File: src/rtl/imem_loader_if.sv
// Byte-stream and instruction-memory write signals for the program loader.
interface imem_loader_if #(
    parameter int unsigned ADDR_W = 10
);
    logic [7:0]        In_Data;
    logic              In_Valid;
    logic              In_Ready;
    logic              Mem_WE;
    logic [ADDR_W-1:0] Mem_Addr;
    logic [31:0]       Mem_Data;

    // Stream source / memory observer side.
    modport master (
        output In_Data, In_Valid,
        input  In_Ready, Mem_WE, Mem_Addr, Mem_Data
    );

    // Loader side.
    modport slave (
        input  In_Data, In_Valid,
        output In_Ready, Mem_WE, Mem_Addr, Mem_Data
    );
endinterface

File: src/rtl/imem_loader.sv
// Framed byte-stream loader: fills instruction memory, verifies the checksum
// and holds the CPU in clear until a complete, verified image is present.
module imem_loader #(
    parameter int unsigned ADDR_W = 10
) (
    input  logic              Clk,
    input  logic              Clr,
    input  logic              Start,
    imem_loader_if.slave      bus,
    output logic              Cpu_Clrn,
    output logic              Done,
    output logic              Error,
    output logic [1:0]        Err_Code,
    output logic [ADDR_W:0]   Words_Loaded
);
    localparam int unsigned CNT_W = ADDR_W + 1;
    localparam int unsigned CAP   = 32'd1 << ADDR_W;

    typedef enum logic [2:0] {
        S_IDLE, S_HDR_HI, S_HDR_LO, S_DATA, S_CSUM, S_DONE, S_ERROR
    } state_t;

    state_t            state;
    logic [7:0]        sum;
    logic [7:0]        n_hi;
    logic [15:0]       n_words;
    logic [1:0]        byte_cnt;
    logic [23:0]       asm_q;
    logic              mem_we;
    logic [ADDR_W-1:0] mem_addr;
    logic [31:0]       mem_data;

    logic              in_ready;
    logic              xfer;
    logic [15:0]       hdr_n;
    logic              len_bad;
    logic              last_word;

    // Ready depends on state alone so the source never sees a valid->ready loop.
    assign in_ready  = (state == S_HDR_HI) || (state == S_HDR_LO) ||
                       (state == S_DATA)   || (state == S_CSUM);
    assign xfer      = bus.In_Valid && in_ready;
    assign hdr_n     = {n_hi, bus.In_Data};
    assign len_bad   = 32'(hdr_n) > CAP;
    assign last_word = (32'(Words_Loaded) + 32'd1) == 32'(n_words);

    assign bus.In_Ready = in_ready;
    assign bus.Mem_WE   = mem_we;
    assign bus.Mem_Addr = mem_addr;
    assign bus.Mem_Data = mem_data;

    // Loader FSM with registered memory-write and status outputs.
    always_ff @(posedge Clk) begin
        if (Clr) begin
            state        <= S_IDLE;
            sum          <= '0;
            n_hi         <= '0;
            n_words      <= '0;
            byte_cnt     <= '0;
            asm_q        <= '0;
            mem_we       <= 1'b0;
            mem_addr     <= '0;
            mem_data     <= '0;
            Cpu_Clrn     <= 1'b0;
            Done         <= 1'b0;
            Error        <= 1'b0;
            Err_Code     <= 2'b00;
            Words_Loaded <= '0;
        end else begin
            mem_we <= 1'b0;
            case (state)
                S_IDLE, S_DONE, S_ERROR: begin
                    if (Start) begin
                        state        <= S_HDR_HI;
                        Done         <= 1'b0;
                        Error        <= 1'b0;
                        Cpu_Clrn     <= 1'b0;
                        Err_Code     <= 2'b00;
                        Words_Loaded <= '0;
                        sum          <= '0;
                        byte_cnt     <= '0;
                    end
                end
                S_HDR_HI: begin
                    if (xfer) begin
                        n_hi  <= bus.In_Data;
                        sum   <= sum + bus.In_Data;
                        state <= S_HDR_LO;
                    end
                end
                S_HDR_LO: begin
                    if (xfer) begin
                        n_words <= hdr_n;
                        sum     <= sum + bus.In_Data;
                        if (len_bad) begin
                            state    <= S_ERROR;
                            Error    <= 1'b1;
                            Err_Code <= 2'b01;
                        end else if (hdr_n == 16'd0) begin
                            state <= S_CSUM;
                        end else begin
                            state <= S_DATA;
                        end
                    end
                end
                S_DATA: begin
                    if (xfer) begin
                        sum      <= sum + bus.In_Data;
                        byte_cnt <= byte_cnt + 2'd1;
                        if (byte_cnt == 2'd3) begin
                            mem_we       <= 1'b1;
                            mem_addr     <= Words_Loaded[ADDR_W-1:0];
                            mem_data     <= {asm_q, bus.In_Data};
                            Words_Loaded <= Words_Loaded + CNT_W'(1);
                            if (last_word) begin
                                state <= S_CSUM;
                            end
                        end else begin
                            asm_q <= {asm_q[15:0], bus.In_Data};
                        end
                    end
                end
                S_CSUM: begin
                    if (xfer) begin
                        if (bus.In_Data == sum) begin
                            state    <= S_DONE;
                            Done     <= 1'b1;
                            Cpu_Clrn <= 1'b1;
                        end else begin
                            state    <= S_ERROR;
                            Error    <= 1'b1;
                            Err_Code <= 2'b10;
                        end
                    end
                end
                default: state <= S_IDLE;
            endcase
        end
    end
endmodule
File: src/flat_wrapper.sv
// flat-port wrapper written by rule: the top's interface ports become plain ports
module imem_loader_flat 
#(
    parameter int unsigned ADDR_W = 10
)
  (Clk, Clr, Start, Cpu_Clrn, Done, Error, Err_Code, Words_Loaded, bus_In_Data, bus_In_Valid, bus_In_Ready, bus_Mem_WE, bus_Mem_Addr, bus_Mem_Data);
  imem_loader_if #(.ADDR_W(ADDR_W)) bus_i ();
  input  logic Clk;
  input  logic Clr;
  input  logic Start;
  output logic Cpu_Clrn;
  output logic Done;
  output logic Error;
  output logic [1:0] Err_Code;
  output logic [ADDR_W:0] Words_Loaded;
  input wire logic [$bits(bus_i.In_Data)-1:0] bus_In_Data;
  input wire logic [$bits(bus_i.In_Valid)-1:0] bus_In_Valid;
  output wire logic [$bits(bus_i.In_Ready)-1:0] bus_In_Ready;
  output wire logic [$bits(bus_i.Mem_WE)-1:0] bus_Mem_WE;
  output wire logic [$bits(bus_i.Mem_Addr)-1:0] bus_Mem_Addr;
  output wire logic [$bits(bus_i.Mem_Data)-1:0] bus_Mem_Data;
  assign bus_i.In_Data = bus_In_Data;
  assign bus_i.In_Valid = bus_In_Valid;
  assign bus_In_Ready = bus_i.In_Ready;
  assign bus_Mem_WE = bus_i.Mem_WE;
  assign bus_Mem_Addr = bus_i.Mem_Addr;
  assign bus_Mem_Data = bus_i.Mem_Data;
  imem_loader #(.ADDR_W(ADDR_W)) u_core (.Clk(Clk), .Clr(Clr), .Start(Start), .bus(bus_i), .Cpu_Clrn(Cpu_Clrn), .Done(Done), .Error(Error), .Err_Code(Err_Code), .Words_Loaded(Words_Loaded));
endmodule
File: config.mk
export PLATFORM = sky130hd
export DESIGN_NAME = imem_loader_flat
export DESIGN_NICKNAME = d
export VERILOG_FILES = /design/src/rtl/imem_loader_if.sv /design/src/rtl/imem_loader.sv /design/src/flat_wrapper.sv
export SDC_FILE = /design/constraint.sdc
export NUM_CORES = 1
export LEC_CHECK = 0
export BUFFER_PORTS_ARGS = -buffer_cell sky130_fd_sc_hd__buf_2
export CAP_MARGIN = 30
export CORE_MARGIN = 10
export CORE_UTILIZATION = 50
export DETAILED_ROUTE_END_ITERATION = 12
export PLACE_DENSITY = 0.72
export SLEW_MARGIN = 20
export SYNTH_ARGS = -nofsm -noshare
export SYNTH_HDL_FRONTEND = slang
export SYNTH_SLANG_ARGS = --single-unit
File: constraint.sdc
create_clock -name Clk -period 6.3 [get_ports Clk]
set_input_delay 0.63 -clock Clk [delete_from_list [all_inputs] [get_ports Clk]]
set_output_delay 0.63 -clock Clk [all_outputs]
set_load 0.02 [all_outputs]
## Yosys cells after proc, flatten, opt, wreduce, memory -nomap -nowiden

Index checks and enable logic that the tools add are counted.

| cells by class | value |
|---|---|
| muxes and demuxes | 36 |
| equal/unequal tests | 20 |
| reductions and logical operators | 23 |
| magnitude comparators | 1 |
| add/subtract/negate cells | 4 |
| bitwise gates (word level) | 3 |

Operators with widths:

| operator | count |
|---|---|
| two-way mux 11 bit | 3 |
| == test 32 x 16 -> 1 bit | 1 |
| two-way mux 3 bit | 9 |
| case mux 11 bit (2 select lines) | 1 |
| greater-than comparator 16 x 11 -> 1 bit, second input constant | 1 |
| logical NOT 16 bit | 1 |
| two-way mux 8 bit | 2 |
| case mux 8 bit (2 select lines) | 1 |
| case mux 3 bit (5 select lines) | 1 |
| two-way mux 2 bit | 7 |
| inequality test 2 x 1 -> 1 bit, second input constant | 7 |
| adder 11 x 1 -> 12 bit, second input constant | 1 |
| AND reduction 3 bit | 4 |
| adder 11 x 1 -> 11 bit, second input constant | 1 |
| == test 3 bit, second input constant | 3 |
| OR reduction 3 bit | 3 |
| adder 8 bit | 1 |
| == test 8 bit | 1 |
| two-way mux 1 bit | 8 |
| inequality test 2 bit, second input constant | 4 |
| AND reduction 4 bit | 2 |
| AND reduction 7 bit | 1 |
| == test 3 x 2 -> 1 bit, second input constant | 2 |
| case mux 2 bit (3 select lines) | 1 |
| 14 further kinds | 21 |

| storage, ports and cells | value |
|---|---|
| register bits | 119 |
| word-level logic and storage cells | 100 |
| output and inout port bits | 60 |
| input port bits | 12 |

## Depth between registers and ports, before layout

Gate-level depths: netlist of run 1.

| logic depth | value |
|---|---|
| depth after elaboration | 7 |
| gate-level depth with buffers | 8 |
| mapped depth without buffers | 8 |

## Worst setup path after synthesis of run 1

OpenSTA, ideal clock, no wires.

| timing path | value |
|---|---|
| path type | input to register |
| start point | in bus_In_Data[0] |
| end point | reg u_core.sum[6] |
| setup time | 116 ps |
| arrival | 2089 ps |
| stages on the path | 8 |
| path buffers | 0 |
| path slack | 4095 ps |
| required time | 6184 ps |
| cells stage by stage | ha_1 fa_1 a21o_1 a21oi_1 o21bai_1 a21oi_1 mux2i_1 a41o_1 |

| on the way | value |
|---|---|
| cells in the longest elaborated chain, start to end | 3 |

Ends and longest elaborated chain:

| item | RTL line | RTL |
|---|---|---|
| from (decl) | flat_wrapper.sv:16 | `input wire logic [$bits(bus_i.In_Data)-1:0] bus_In_Data;` |
| adder 8 bit | imem_loader.sv:87, imem_loader.sv:94, imem_loader.sv:108 |  |
| two-way mux 8 bit | imem_loader.sv:85, imem_loader.sv:92, imem_loader.sv:107 |  |
| case mux 8 bit (2 select lines) | imem_loader.sv:71 | `case (state)` |
| to (signal assigned) | imem_loader.sv:87 | `sum <= sum + bus.In_Data;` |
| to (signal assigned) | imem_loader.sv:94 | `sum <= sum + bus.In_Data;` |
| to (signal assigned) | imem_loader.sv:108 | `sum <= sum + bus.In_Data;` |
| to (decl) | imem_loader.sv:24 | `logic [7:0] sum;` |

Every way passes these cells. The select of a mux whose other input is x is not followed.
A chain may end at the register's enable or synchronous reset.

## Worst setup path in the final report of run 1

| timing path | value |
|---|---|
| start point | reg u_core.Words_Loaded[0] |
| end point | reg u_core.state[2] |

| on the way | value |
|---|---|
| cells in the longest elaborated chain, start to end | 4 |

Ends and longest elaborated chain:

| item | RTL line | RTL |
|---|---|---|
| from (decl) | imem_loader.sv:14 | `output logic [ADDR_W:0] Words_Loaded` |
| from (signal assigned) | imem_loader.sv:114 | `Words_Loaded <= Words_Loaded + CNT_W'(1);` |
| adder 11 x 1 -> 12 bit | imem_loader.sv:45 | `assign last_word = (32'(Words_Loaded) + 32'd1) == 32'(n_words);` |
| == test 32 x 16 -> 1 bit | imem_loader.sv:45 |  |
| inequality test 2 x 1 -> 1 bit (no source line) | n/a |  |
| AND reduction 7 bit (no source line) | n/a |  |
| to (signal assigned) | imem_loader.sv:55 | `state <= S_IDLE;` |
| to (signal assigned) | imem_loader.sv:74 | `state <= S_HDR_HI;` |
| to (signal assigned) | imem_loader.sv:88 | `state <= S_HDR_LO;` |
| to (decl) | imem_loader.sv:23 | `state_t state;` |

Every way passes these cells.

==> results of run 1 <==
cells by family (layout without fill, tap and decap cells):
family,Yosys count,in the layout
simple gates,309,309
compound gates,178,178
flops,119,119
buf+inv,60,118
xor+xnor,21,21
fa+ha+maj,10,10
mux,4,4
state kept, by name, indices dropped and copies added, names as in the netlist:
signal               count
u_core.bus.Mem_Addr     10
u_core.Error             1
u_core.byte_cnt          2
u_core.Err_Code          2
u_core.asm_q            24
u_core.Words_Loaded     11
u_core.n_hi              8
u_core.bus.Mem_WE        1
u_core.n_words          16
u_core.Cpu_Clrn          1
u_core.sum               8
u_core.state             3
u_core.bus.Mem_Data     32
cell type report:
cell class / instances / area [um^2] / area share
sequential: 119 / 2380 / 0.373
inverter: 9 / 33.8 / 0.00529
multi-input combinational: 522 / 2750 / 0.431
clock buffer: 17 / 414 / 0.0649
tap: 136 / 170 / 0.0267
timing repair buffer: 77 / 439 / 0.0688
clock inverter: 15 / 191 / 0.0300
synthesized netlist by cell type (2+ instances only):
| master | number |
|---|---|
| sky130_fd_sc_hd__o21ai_0 | 14 |
| sky130_fd_sc_hd__o21ai_1 | 3 |
| sky130_fd_sc_hd__nand3_1 | 21 |
| sky130_fd_sc_hd__xnor2_1 | 11 |
| sky130_fd_sc_hd__nor4_1 | 4 |
| sky130_fd_sc_hd__nand2b_1 | 6 |
| sky130_fd_sc_hd__or3b_1 | 2 |
| sky130_fd_sc_hd__a31oi_1 | 2 |
| sky130_fd_sc_hd__inv_1 | 8 |
| sky130_fd_sc_hd__a211oi_1 | 3 |
| sky130_fd_sc_hd__buf_6 | 3 |
| sky130_fd_sc_hd__mux2i_1 | 3 |
| sky130_fd_sc_hd__and3_1 | 6 |
| sky130_fd_sc_hd__or3_1 | 9 |
| sky130_fd_sc_hd__nand4b_1 | 2 |
| sky130_fd_sc_hd__nor2_1 | 22 |
| sky130_fd_sc_hd__a21o_1 | 5 |
| sky130_fd_sc_hd__xor2_1 | 10 |
| sky130_fd_sc_hd__nor2b_1 | 3 |
| sky130_fd_sc_hd__o211ai_1 | 4 |
| sky130_fd_sc_hd__nand2_1 | 201 |
| sky130_fd_sc_hd__buf_2 | 8 |
| sky130_fd_sc_hd__nor3_1 | 10 |
| sky130_fd_sc_hd__a21oi_1 | 130 |
| sky130_fd_sc_hd__dfxtp_1 | 119 |
| sky130_fd_sc_hd__clkbuf_1 | 38 |
| sky130_fd_sc_hd__ha_1 | 9 |
| sky130_fd_sc_hd__a2111oi_0 | 2 |
| sky130_fd_sc_hd__nor3_2 | 2 |
| sky130_fd_sc_hd__and2_1 | 4 |
| sky130_fd_sc_hd__nand4_1 | 7 |
worst reg2reg max path: cells and delay by family, from the launching register on:
kind	cells	cell delay, ns
and+or+nand+nor	3	0.80
AOI/OAI and AO/OA	2	0.65
adders and majority gates	1	0.55
DFF	1	0.53
xor gates and xnor gates	1	0.17
power by group through the flow:
| stage | registers, uW | logic, uW | clock network (uW) |
|---|---|---|---|
| floorplan | 831 | 265 | 0 |
| global placement | 846 | 320 | 0 |
| detailed placement | 849 | 327 | 0 |
| CTS | 833 | 330 | 993 |
| global route | 840 | 374 | 1030 |
| finish | 834 | 337 | 982 |
metal layers:
metal | global-route usage | vias to the layer above | part of all wire
met5 | 0 | - | 0
met4 | 0.0517 | 0 | 0.0098
met3 | 0.0484 | 15 | 0.075
met2 | 0.295 | 189 | 0.48
met1 | 0.234 | 2383 | 0.43
li1 | - | 2489 | -
metrics by stage:
stage | cells | hold slack, ns | cell area, um^2 | power [uW]
final | 895 | 0.371 | 6380 | 2150
after global routing | 895 | 0.372 | 6380 | 2240
after floorplan | 701 | 0.432 | 5380 | 1100
after global placement | 860 | 0.441 | 5720 | 1170
after detailed placement | 861 | 0.444 | 5740 | 1180
after CTS | 893 | 0.354 | 6350 | 2160
final timing paths:
check / to / slack (ns) / startpoint
max: u_core.state[2] / 3.50 / u_core.Words_Loaded[0]
min: u_core.sum[4] / 0.37 / Clr
max reg2reg: u_core.state[2] / 3.50 / u_core.Words_Loaded[0]
min reg2reg: u_core.bus.Mem_Data[17] / 0.45 / u_core.bus.Mem_Data[17]
==> flow_summary.json, run 1 <==
{
  "cts_resized": 0,
  "synth.yosys.seq_area_share": 0.442,
  "number_of_synthesized_register_bits": 119,
  "place_worst_setup_slack_ns": 3.62,
  "synth_compound_gate_area_share": 0.184,
  "via_count": 5076,
  "synth.cell_area_um2": 5380,
  "cp_data_required_time_ns": 6.72,
  "grt_pass1_vias": 4741,
  "outcome": "complete, no violations",
  "gr-total-overflow": 0,
  "p_sw_uw": 630,
  "antenna_violating_nets_post_route": 0,
  "fp.dieArea_um2": 15300,
  "synth.avg_cell_area_um2": 7.68,
  "finClkSkew_ns": 0.0159,
  "edff_count_synth": 0,
  "most_common_cell_after_layout_fill_and_taps_aside": "sky130_fd_sc_hd__nand2_1",
  "drc_marker_count_from_the_first_detailed_route_iteration": 550,
  "clk_latency_worst_skew_pair_ns": 0.52,
  "most-common-layout-cells": "sky130_fd_sc_hd__nand2_1, sky130_fd_sc_hd__a21oi_1, sky130_fd_sc_hd__dfxtp_1, sky130_fd_sc_hd__buf_2, sky130_fd_sc_hd__nand3_1",
  "power.static_leakage_uw": 0.00249,
  "worst-slew-pin-transition_ns": 0.950,
  "gp_routability_congestion": 0.891,
  "cp-start-kind": "flop",
  "max_freq_mhz": 357,
  "die-width_um": 124,
  "pwr-share-clk": 0.456,
  "drive_above_1_share": 0.158,
  "finalCoreUtilization": 0.613,
  "floorplan.io_pins": 72,
  "final.setup.worst_slack_ns": 3.50,
  "hold_path.class": "in2reg",
  "timing.hold.worst_path_depth": 2,
  "die-height_um": 124,
  "drt-pass1-iter-count": 5,
  "post-dp-hpwl_um": 9500,
  "tritoncts": "done",
  "maxCapViolCount": 0,
  "clock_tree.htree_level_count": 4,
  "timing.setup.critical_path_class": "reg2reg",
  "post-synth-top-area-fraction": 0.442,
  "synth_async_sr_flop_share": 0,
  "report.final.setup_viol": 0,
  "cellPowerDensity_nw_per_um2": 337,
  "crit_buf_inv": 0,
  "clk_transition_reported_paths_ns": 0.06,
  "core-area_um2": 10400,
  "combinational_family_with_the_most_area_after_synthesis": "simple AND/OR/NAND/NOR gates",
  "placement.io_buffers": 71,
  "grtUsageTotal": 0.182,
  "yosys_most_used_dff": "sky130_fd_sc_hd__dfxtp_1",
  "wl_per_cell_um": 15.9,
  "worst_supply_voltage_drop_on_vdd_uv": 214,
  "critPathMaxStageDelay_ns": 0.55,
  "finalCriticalPeriod_ns": 2.80,
  "clockBufferDepth": 2,
  "post_synth_xor_area_fraction": 0.0342,
  "finalCritPeriodShare": 0.444,
  "postCtsSetupRepairBufs": 0,
  "synth-warning-count": 0,
  "drt-vias-per-instance": 5.67,
  "critical-path-top-delay-family": "simple AND/OR/NAND/NOR gates",
  "final-max-slew-violation-count": 0,
  "number_of_cts_inserted_buffers": 17,
  "route.final.wire_length_um": 14200,
  "placement_rows": 37,
  "combinationalPowerShare": 0.156,
  "synth_cells": 701,
  "fin_setup_tns_ns": 0,
  "critPathArrivalTime_ns": 3.22,
  "syn_nets": 723,
  "relative_slew_margins": 0.365,
  "grt_first_pass_wirelength_um": 22800,
  "clk_root_buf": "sky130_fd_sc_hd__clkbuf_8",
  "p_sw_frac": 0.293,
  "post_synth_main_area_contributors": "sky130_fd_sc_hd__dfxtp_1, sky130_fd_sc_hd__nand2_1, sky130_fd_sc_hd__a21oi_1, sky130_fd_sc_hd__clkbuf_1, sky130_fd_sc_hd__ha_1",
  "muxShareOfSynthArea": 0.00767,
  "synthDominantAreaCellType": "sky130_fd_sc_hd__dfxtp_1",
  "insertedDiodeCount": 0,
  "design.final.nets": 768,
  "timing.critical_path.slowest_stage_cell": "sky130_fd_sc_hd__ha_1",
  "critical_path_peak_fanout": 14,
  "hold_violations": 0,
  "sequentialPowerShare": 0.387,
  "rsz0062_at_grt": "false",
  "worst-r2r-cell-count": 7,
  "power_report.internal_total_uw": 1520,
  "post_synth_fa_ha_maj_area_fraction": 0.0246,
  "grt_start_max_net_pins": 108,
  "cell_chain_of_the_critical_path": "ha_1 -> xor2_1 -> or2_0 -> a211oi_1 -> nor2_1 -> or4b_1 -> o31ai_2",
  "synth_simple_gate_area_share": 0.258,
  "cp-end-kind": "flop",
  "holdBufCountCts": 0,
  "post_synth_num_cell_types": 61,
  "worstSetupPathDepth": 7,
  "number_of_sinks_driven_by_the_clock_tree": 119,
  "antenna_found_initial": 0,
  "number_of_remaining_drc_errors": 0,
  "floorplan.initialDensity": 0.517,
  "area_delta_synth_final_pct": 18.5,
  "fill_cells": 907
}
Power figures use the tool's default switching activity.
==> run 2, diff against run 1 <==
--- a/config.mk
+++ b/config.mk
@@ -5,6 +5,7 @@
 export SDC_FILE = /design/constraint.sdc
 export NUM_CORES = 1
 export LEC_CHECK = 0
+export ABC_AREA = 1
 export BUFFER_PORTS_ARGS = -buffer_cell sky130_fd_sc_hd__buf_2
 export CAP_MARGIN = 30
 export CORE_MARGIN = 10
==> constraint.sdc (replaced) <==
create_clock -name Clk -period 2.7 [get_ports Clk]
set_input_delay 0.27 -clock Clk [delete_from_list [all_inputs] [get_ports Clk]]
set_output_delay 0.27 -clock Clk [all_outputs]
set_load 0.02 [all_outputs]
==> run 2 against run 1 <==
  * Highest routed layer unchanged
  * Combinational power rose to 3.1 times the previous value
  * Non-clock buffer count unchanged
  * First-iteration DRC count down 34%
  * Die area down 4.3%
  * Wire length down 8.9%
  * Sequential share of layout area up 1.4 points
  * Clock skew down 0.0038 ns
  * Sequential cell count unchanged
  * Critical endpoint is now u_core.state[1]
  * Worst hold slack worse by 0.28 ns
  * Area after synthesis down 5.1%
  * Global-route usage down 0.19 points
  * Final cell count down 0.11%
==> flow_summary.json, run 2 <==
{
  "hold_path.class": "in2reg",
  "synth_cells": 684,
  "grtUsageTotal": 0.180,
  "edff_count_synth": 0,
  "drive_above_1_share": 0.191,
  "worst-slew-pin-transition_ns": 0.582,
  "fin_hold_ws_ns": 0.0878,
  "worst-r2r-cell-count": 16,
  "grt_start_max_net_pins": 66,
  "relative_slew_margins": 0.611,
  "fp.dieArea_um2": 14700,
  "rsz0062_at_grt": "false",
  "cts_resized": 0,
  "drt-vias-per-instance": 5.23,
  "worst_setup_path_startpoint": "u_core.Words_Loaded[0]",
  "cpMostUsedCell": "sky130_fd_sc_hd__nand2_1",
  "cp_data_required_time_ns": 3.11,
  "die-height_um": 121,
  "report.final.setup_viol": 0,
  "cell_chain_of_the_critical_path": "ha_1 -> nand2_4 -> nor2_4 -> nand2_2 -> nand2_2 -> nand2_2 -> nand2_1 -> nand2_1 -> nor2_2 -> nand2_1 -> nor2_1 -> nand2_1 -> nand2_2 -> nand4_1 -> nand2_1 -> inv_1",
  "cp-start-kind": "flop",
  "finClkSkew_ns": 0.0121,
  "finalCriticalPeriod_ns": 2.16,
  "synth-warning-count": 0,
  "floorplan.initialDensity": 0.518,
  "worst_supply_voltage_drop_on_vdd_uv": 552,
  "tritoncts": "done",
  "yosys_most_used_dff": "sky130_fd_sc_hd__dfxtp_1",
  "outcome": "complete, no violations",
  "placement.io_buffers": 71,
  "multiInputGateArea_um2": 2250,
  "final-max-slew-violation-count": 0,
  "synth.avg_cell_area_um2": 7.47,
  "synth.cell_area_um2": 5110,
  "drt-pass1-iter-count": 6,
  "drc_marker_count_from_the_first_detailed_route_iteration": 363,
  "worstSetupPathDepth": 16,
  "synth.cells.most_frequent": "sky130_fd_sc_hd__dfxtp_1, sky130_fd_sc_hd__a21oi_1, sky130_fd_sc_hd__nand2_1",
  "regToRegSetupSlack_ns": 0.54,
  "most_common_cell_after_layout_fill_and_taps_aside": "sky130_fd_sc_hd__dfxtp_1",
  "synth.yosys.seq_area_share": 0.466,
  "floorplan.io_pins": 72,
  "number_of_cts_inserted_buffers": 17,
  "number_of_remaining_drc_errors": 0,
  "postCtsSetupRepairBufs": 0,
  "finalCritPeriodShare": 0.799,
  "clk_root_buf": "sky130_fd_sc_hd__clkbuf_8",
  "post-synth-top-area-fraction": 0.466,
  "worstReg2RegStart": "u_core.Words_Loaded[0]",
  "end_point_of_the_critical_path": "u_core.state[1]",
  "synthDominantAreaCellType": "sky130_fd_sc_hd__dfxtp_1",
  "core-area_um2": 9860,
  "syn_nets": 706,
  "maxCapViolCount": 0,
  "post_synth_main_area_contributors": "sky130_fd_sc_hd__dfxtp_1, sky130_fd_sc_hd__a21oi_1, sky130_fd_sc_hd__o21ai_0, sky130_fd_sc_hd__nand2_1, sky130_fd_sc_hd__inv_1",
  "number_of_synthesized_register_bits": 119,
  "gp_routability_congestion": 0.913,
  "via_count": 4679,
  "most-common-layout-cells": "sky130_fd_sc_hd__dfxtp_1, sky130_fd_sc_hd__a21oi_1, sky130_fd_sc_hd__nand2_1, sky130_fd_sc_hd__o21ai_0, sky130_fd_sc_hd__inv_1",
  "post_synth_num_cell_types": 34,
  "cellPowerDensity_nw_per_um2": 878,
  "critical_path_peak_fanout": 10,
  "number_of_sinks_driven_by_the_clock_tree": 119,
  "hold_violations": 0,
  "critical-path-top-delay-family": "simple AND/OR/NAND/NOR gates",
  "insertedDiodeCount": 0,
  "route.final.wire_length_um": 13000,
  "placement_rows": 36,
  "cp-end-kind": "flop",
  "critPathMaxStageDelay_ns": 0.53,
  "synth_most_common_cell": "sky130_fd_sc_hd__dfxtp_1",
  "timing.critical_path.slowest_stage_cell": "sky130_fd_sc_hd__dfxtp_1",
  "crit_buf_inv": 1,
  "clock_tree.htree_level_count": 4,
  "fin_setup_tns_ns": 0,
  "wl_per_cell_um": 14.5,
  "antenna_violating_nets_post_route": 0,
  "gr-total-overflow": 0,
  "clockBufferDepth": 2,
  "power.static_leakage_uw": 0.00276,
  "largest_register_ffs": 32,
  "post-dp-hpwl_um": 9100,
  "synth_async_sr_flop_share": 0,
  "grt_pass1_vias": 4639,
  "timing.setup.critical_path_class": "reg2reg",
  "design.final.nets": 770,
  "clk_transition_reported_paths_ns": 0.06,
  "antenna_found_initial": 0,
  "register_cell_area_after_layout_um2": 2380,
  "fill_cells": 885,
  "critPathArrivalTime_ns": 2.57,
  "max_freq_mhz": 463,
  "holdBufCountCts": 0,
  "area_delta_synth_final_pct": 20.5,
  "die-width_um": 121,
  "grt_first_pass_wirelength_um": 21900,
  "timing.rr.end": "u_core.state[1]",
  "clk_latency_worst_skew_pair_ns": 0.52
}
==> run 2: worst min path at each step <==
stage,from,end,slack (ns),cells past startpoint
global route,bus_In_Data[6],u_core.asm_q[6],0.10,3
global placement,u_core.Err_Code[1],u_core.Err_Code[1],0.43,2
finish,bus_In_Data[6],u_core.asm_q[6],0.09,3
detailed placement,u_core.Err_Code[1],u_core.Err_Code[1],0.44,2
CTS,bus_In_Data[6],u_core.asm_q[6],0.08,3
floorplan,Clr,u_core.bus.Mem_WE,0.35,1
==> run 2: cell families after synthesis <==
| group | Yosys count | synth area share |
|---|---|---|
| adders and majority gates | 10 | 0.0260 |
| AOI/OAI and AO/OA | 223 | 0.227 |
| xor gates and xnor gates | 2 | 0.00343 |
| DFF | 119 | 0.466 |
| buffers and inverters | 120 | 0.0928 |
| and+or+nand+nor | 210 | 0.185 |
==> run 2: worst min-delay path, stage by stage <==
cell and delay, ns:
sky130_fd_sc_hd__buf_2 0.10, sky130_fd_sc_hd__o21ai_0 0.08, sky130_fd_sc_hd__a21oi_1 0.12
==> run 2: layout make-up <==
type	count	share of cell area
inverter	88	0.0537
multi-input combinational	445	0.366
tap	133	0.0270
clock inverter	13	0.0276
timing repair buffer	77	0.0671
sequential	119	0.387
clock buffer	19	0.0718
==> run 2: metrics by stage <==
stage	instance area (um^2)	setup WS [ns]	util	total power [uW]	instances
after floorplan	5110	0.798	-	2860	684
after global placement	5540	0.641	0.562	3090	862
after detailed placement	5540	0.569	0.562	3130	862
after CTS	6150	0.562	0.624	5430	894
after global routing	6150	0.290	0.624	5700	894
final	6150	0.542	0.624	5400	894
==> run 2: per-layer routing <==
| metal | global-route usage | wire length (um) |
|---|---|---|
| met1 | 0.221 | 5970 |
| met2 | 0.300 | 6140 |
| met3 | 0.0521 | 746 |
| met4 | 0.0535 | 117 |
| met5 | 0 | 0 |
==> run 2: power breakdown <==
group | switching (uW) | total (uW) | internal, uW
logic | 697 | 1060 | 359
clock network | 834 | 2300 | 1460
registers | 125 | 2050 | 1930
total | 1660 | 5400 | 3750
